==> src/rtl/puf_meas_pkg.sv <==
// Shared types and helpers for the ring-oscillator PUF measurement controller.
// Build option: define PUF_MEAS_DIFF_EN to add the |count_a - count_b| output.
package puf_meas_pkg;

  // Measurement sequence, in the order the controller walks through it.
  typedef enum logic [2:0] {
    IDLE    = 3'd0,
    CLEAR   = 3'd1,
    MEASURE = 3'd2,
    SETTLE  = 3'd3,
    COMPARE = 3'd4,
    HOLD    = 3'd5
  } meas_state_t;

  // Width of the shared phase timer.
  // It must be able to hold the longest phase length loaded into it.
  function automatic int timer_width(input int clear_cycles,
                                     input int window_cycles,
                                     input int settle_cycles);
    int longest;
    longest = clear_cycles;
    if (window_cycles > longest) longest = window_cycles;
    if (settle_cycles > longest) longest = settle_cycles;
    return $clog2(longest + 1);
  endfunction

endpackage

==> src/rtl/puf_meas_timer.sv <==
// Loadable down-counter used to time the CLEAR, MEASURE and SETTLE phases.
// A load of N raises done on the Nth cycle after the load edge.
// That is the last cycle of the phase, so the FSM can move on at that edge.
module puf_meas_timer #(
  parameter int WIDTH = 8
) (
  input  logic             clk,
  input  logic             arst,
  input  logic             load,
  input  logic [WIDTH-1:0] value,
  output logic             done
);

  logic [WIDTH-1:0] count;

  // Count down from the loaded value and stop at zero.
  always_ff @(posedge clk) begin
    if (arst) begin
      count <= '0;
    end else if (load) begin
      count <= value;
    end else if (count != '0) begin
      count <= count - WIDTH'(1);
    end
  end

  assign done = (count == WIDTH'(1));

endmodule

==> src/rtl/puf_meas_ctrl.sv <==
// Ring-oscillator PUF measurement controller.
// Each request does the following:
//   - clears the selected edge-counter pair;
//   - enables the counters for a fixed window;
//   - lets them settle;
//   - compares the two counts;
//   - offers one response bit on a valid/ready handshake.
// Build option: define PUF_MEAS_DIFF_EN to add the registered resp_diff output.
//
// state   | meaning
// --------+---------------------------------------------------------------
// IDLE    | waiting for start; start_ready high from the 2nd IDLE cycle on
// CLEAR   | cnt_clr high for CLEAR_CYCLES
// MEASURE | cnt_en high for WINDOW_CYCLES
// SETTLE  | both strobes low for SETTLE_CYCLES, count buses freeze
// COMPARE | one cycle, response registers load from count_a/count_b
// HOLD    | resp_valid high until resp_ready
module puf_meas_ctrl
  import puf_meas_pkg::*;
#(
  parameter int NUM_BITS      = 32,
  parameter int WINDOW_CYCLES = 1024,
  parameter int CLEAR_CYCLES  = 4,
  parameter int SETTLE_CYCLES = 8
) (
  input  logic                clk,
  input  logic                arst,
  input  logic                start_valid,
  output logic                start_ready,
  output logic                cnt_clr,
  output logic                cnt_en,
  input  logic [NUM_BITS-1:0] count_a,
  input  logic [NUM_BITS-1:0] count_b,
  output logic                resp_valid,
  input  logic                resp_ready,
  output logic                resp_bit,
  output logic                resp_tie
`ifdef PUF_MEAS_DIFF_EN
  ,
  output logic [NUM_BITS-1:0] resp_diff
`endif
);

  localparam int TW = timer_width(CLEAR_CYCLES, WINDOW_CYCLES, SETTLE_CYCLES);

  meas_state_t   state;
  logic          accept;
  logic          tmr_load;
  logic [TW-1:0] tmr_value;
  logic          tmr_done;

  assign accept = start_valid && start_ready;

  // Load the timer with the length of the phase being entered.
  always_comb begin
    tmr_load  = 1'b0;
    tmr_value = '0;
    case (state)
      IDLE: begin
        if (accept) begin
          tmr_load  = 1'b1;
          tmr_value = TW'(CLEAR_CYCLES);
        end
      end
      CLEAR: begin
        if (tmr_done) begin
          tmr_load  = 1'b1;
          tmr_value = TW'(WINDOW_CYCLES);
        end
      end
      MEASURE: begin
        if (tmr_done) begin
          tmr_load  = 1'b1;
          tmr_value = TW'(SETTLE_CYCLES);
        end
      end
      default: begin
        tmr_load  = 1'b0;
        tmr_value = '0;
      end
    endcase
  end

  puf_meas_timer #(
    .WIDTH(TW)
  ) u_timer (
    .clk  (clk),
    .arst (arst),
    .load (tmr_load),
    .value(tmr_value),
    .done (tmr_done)
  );

  // Sequencer with all handshake and strobe outputs registered.
  // After a response is taken, start_ready comes back one cycle later than
  // the return to IDLE. IDLE therefore always lasts at least one full cycle,
  // and back-to-back requests are spaced latency + 2 cycles apart.
  always_ff @(posedge clk) begin
    if (arst) begin
      state       <= IDLE;
      start_ready <= 1'b1;
      cnt_clr     <= 1'b0;
      cnt_en      <= 1'b0;
      resp_valid  <= 1'b0;
      resp_bit    <= 1'b0;
      resp_tie    <= 1'b0;
    end else begin
      case (state)
        IDLE: begin
          if (accept) begin
            state       <= CLEAR;
            start_ready <= 1'b0;
            cnt_clr     <= 1'b1;
          end else begin
            start_ready <= 1'b1;
          end
        end
        CLEAR: begin
          if (tmr_done) begin
            state   <= MEASURE;
            cnt_clr <= 1'b0;
            cnt_en  <= 1'b1;
          end
        end
        MEASURE: begin
          if (tmr_done) begin
            state  <= SETTLE;
            cnt_en <= 1'b0;
          end
        end
        SETTLE: begin
          if (tmr_done) begin
            state <= COMPARE;
          end
        end
        COMPARE: begin
          state      <= HOLD;
          resp_bit   <= (count_a > count_b);
          resp_tie   <= (count_a == count_b);
          resp_valid <= 1'b1;
        end
        HOLD: begin
          if (resp_ready) begin
            state      <= IDLE;
            resp_valid <= 1'b0;
          end
        end
        default: begin
          state       <= IDLE;
          start_ready <= 1'b1;
          cnt_clr     <= 1'b0;
          cnt_en      <= 1'b0;
          resp_valid  <= 1'b0;
        end
      endcase
    end
  end

`ifdef PUF_MEAS_DIFF_EN
  logic [NUM_BITS:0]   diff_ext;
  logic [NUM_BITS:0]   diff_neg;
  logic [NUM_BITS-1:0] diff_mag;

  // Zero-extended subtraction.
  // The top bit is the borrow, which tells us which count was larger.
  assign diff_ext = {1'b0, count_a} - {1'b0, count_b};
  assign diff_neg = -diff_ext;
  assign diff_mag = diff_ext[NUM_BITS] ? diff_neg[NUM_BITS-1:0] : diff_ext[NUM_BITS-1:0];

  // Margin output, captured alongside resp_bit.
  always_ff @(posedge clk) begin
    if (arst) begin
      resp_diff <= '0;
    end else if (state == COMPARE) begin
      resp_diff <= diff_mag;
    end
  end
`endif

endmodule

==> config.mk <==
export PLATFORM = sky130hd
export DESIGN_NAME = puf_meas_ctrl
export DESIGN_NICKNAME = d
export VERILOG_FILES = /design/src/rtl/puf_meas_pkg.sv /design/src/rtl/puf_meas_timer.sv /design/src/rtl/puf_meas_ctrl.sv
export SDC_FILE = /design/constraint.sdc
export NUM_CORES = 1
export LEC_CHECK = 0
export BUFFER_PORTS_ARGS = -buffer_cell sky130_fd_sc_hd__buf_2
export CAP_MARGIN = 20
export CORE_ASPECT_RATIO = 1.75
export CORE_MARGIN = 2
export CORE_UTILIZATION = 50
export DETAILED_ROUTE_END_ITERATION = 10
export PLACE_DENSITY_LB_ADDON = 0.12
export SLEW_MARGIN = 15
export SYNTH_ARGS = -nofsm -noshare
export SYNTH_HDL_FRONTEND = slang
export SYNTH_SLANG_ARGS = --single-unit
==> constraint.sdc <==
create_clock -name clk -period 2.6 [get_ports clk]
set_clock_uncertainty 0.15 [all_clocks]
set_input_delay 0.39 -clock clk [delete_from_list [all_inputs] [get_ports clk]]
set_output_delay 0.39 -clock clk [all_outputs]
set_load 0.01 [all_outputs]
==> out/qor.json <==
{
  "clock_tree.htree_level_count": 1,
  "totalPowerFinal_mw": 1.61,
  "grt_usage": 0.224,
  "gp_congestion": 0.830,
  "mappedNetlistNets": 348,
  "clock_tree.root_cell": "clkbuf_8",
  "average_cell_area_after_synthesis_um2": 7.95,
  "class_of_the_worst_hold_path": "in -> reg",
  "async_reset_ff_frac": 0,
  "leakage_nw": 1.26,
  "setup.worst_path.start_class": "flip-flop",
  "setup-tns-final_ns": 0,
  "synth-seq-cells": 20,
  "finish.instance_area_mm2": 0.00240,
  "timing.final.ws_setup_ns": 0.540,
  "crit-reg2reg-launch": "u_timer.count[0]",
  "timing.critical_path.required_ns": 2.61,
  "dp.cells": 362,
  "run_status": "complete, no violations",
  "netlist_top_cells_count": "inv_1 (37), ha_1 (35), a21oi_1 (20), dfxtp_1 (20), nor2_1 (20)",
  "cts_made_buffers": 3,
  "grt_antenna_before_repair": 0,
  "post-dp-hpwl_um": 3830,
  "antenna_violating_nets_remaining": 0,
  "synth_top_area_cell": "ha_1",
  "critical_path_arrival_ns": 2.07,
  "tritoncts_clock_tree": "yes",
  "rsz0062_at_grt": "false",
  "synth_largest_type_area_fraction": 0.225,
  "dr_total_vias": 1979,
  "max_cap_violations": 0,
  "drt-total-wl_um": 4460,
  "route.detailed.vias_per_inst": 5.41,
  "layout_min_cycle_time_ns": 2.06,
  "postSynth.topFlopCell": "dfxtp_1",
  "ctsResizeCount": 0,
  "gr-total-overflow": 0,
  "finish.net_count": 422,
  "timing_worst_slew_pin_value_ns": 0.766,
  "cts_hold_buffers": 0,
  "ys_warn_count": 0,
  "remaining_drc_errors": 0,
  "clkSlewWorstSetupHoldPaths_ns": 0.08,
  "worstSkewPairLatency_ns": 0.27,
  "detailedPlace.worstSlack_ns": 0.511,
  "worst_hold_startpoint": "start_valid",
  "placement.io_buffers": 73,
  "endpoint_kind": "flip-flop",
  "synth_enable_flop_cells": 0,
  "clock_tree.buffer_depth": 2,
  "critical_path.startpoint": "u_timer.count[0]",
  "timing.final.hold_violations": 0,
  "grt_max_degree": 15,
  "coreArea_mm2": 0.00379,
  "placement.cell_area_mm2": 0.00234,
  "die_h_um": 86.6,
  "die_width_um": 51.2,
  "critical_path.max_fanout": 5,
  "core.rowCount": 30,
  "worst_setup_path_class": "reg -> reg",
  "layout_worst_path_cycle_share": 0.792,
  "cts_post_setup_buffers_inserted": 0,
  "final_core_area_utilization": 0.632,
  "pwr_density_cell_mw_per_mm2": 672,
  "slew_headroom": 0.485,
  "syn_to_final_growth_pct": 23.1,
  "synthMostInstantiatedCell": "inv_1",
  "achievable-frequency_mhz": 486,
  "dr.pass1.iters": 4,
  "grt_pass1_wl_um": 7830,
  "syn-instance-count": 245,
  "effective_utilization_at_floorplan": 0.514,
  "dieArea_mm2": 0.00443,
  "report.final.setup_viol": 0,
  "synth_area_mm2": 0.00195,
  "antennaDiodeCount": 0,
  "yosys.cell_types.count": 46,
  "layout-drive-gt1-share": 0.277,
  "synthTopCellsByArea": "ha_1 (22%), dfxtp_1 (21%), inv_1 (7.1%), a21oi_1 (5.1%), nor2_1 (3.9%)",
  "io_pins": 74,
  "first_global_vias": 2013,
  "cts_num_sinks": 20,
  "finalMaxSlewViolations": 0,
  "worst_case_vdd_ir_drop_uv": 397,
  "initialDrtViolationCount": 17,
  "final_cells": 366,
  "ys_seq_area_frac": 0.206,
  "hold-worst-slack_ns": 0.305,
  "detail_route.wl_per_cell_um": 12.2
}
## report_power, final
| group | switching [mW] | total [mW] | internal, mW |
|---|---|---|---|
| clock | 0.113 | 0.249 | 0.135 |
| combinational | 0.455 | 0.853 | 0.398 |
| sequential | 0.125 | 0.510 | 0.386 |
| total | 0.693 | 1.61 | 0.919 |
## area by class of cell
type | count | area [um^2]
clock buffer | 4 | 55.1
sequential | 20 | 400
inverter | 38 | 143
timing repair buffer | 76 | 388
fill | 371 | 1390
tap | 48 | 60.1
multi-input combinational | 180 | 1350
## final timing paths
kind | to | slack (ns) | cells past startpoint
max | u_timer.count[10] | 0.54 | 7
max reg2reg | u_timer.count[10] | 0.54 | 7
min | state[0] | 0.31 | 3
min reg2reg | cnt_clr | 0.37 | 2
## worst max-delay path: stages, from the launching register on
cell      delay (ns)
dfxtp_1         0.36
inv_1           0.10
ha_1            0.21
or4b_1          0.47
o31a_1          0.25
o21a_1          0.19
o21bai_1        0.15
a211oi_2        0.08
## cell families (layout without fill, tap and decap cells)
| group | after synthesis | count (layout) | synth area share |
|---|---|---|---|
| flip-flops | 20 | 20 | 0.206 |
| XOR/XNOR | 10 | 10 | 0.0450 |
| AO/OA/AOI/OAI | 56 | 56 | 0.191 |
| AND/OR/NAND/NOR | 79 | 79 | 0.232 |
| adder cells (fa/ha/maj) | 35 | 35 | 0.225 |
| buffers and inverters | 45 | 118 | 0.101 |
## cell usage in the layout (no fill, tap or decap), types with 4 or more instances in the layout
cell and count:
a211oi_1 4, a21oi_1 20, buf_2 73, clkbuf_8 4, dfxtp_1 20, ha_1 35
inv_1 37, nand2_1 14, nand3_1 7, nand4_1 10, nor2_1 20, nor3_1 5
nor4_1 4, o21ai_0 7, xor2_1 7
## layer usage
layer  share of wire  routed length [um]  GRT usage
met2            0.57                2530      0.451
met3           0.036                 159     0.0224
met4           0.028                 124      0.106
met1            0.37                1650      0.213
met5               0                   0          0
## registers in the layout, summed over array words and instances, names as in the netlist
signal,count
u_timer.count,11
state,3
cnt_clr,1
cnt_en,1
resp_bit,1
resp_tie,1
resp_valid,1
start_ready,1
(Power assumes the default switching activity.)
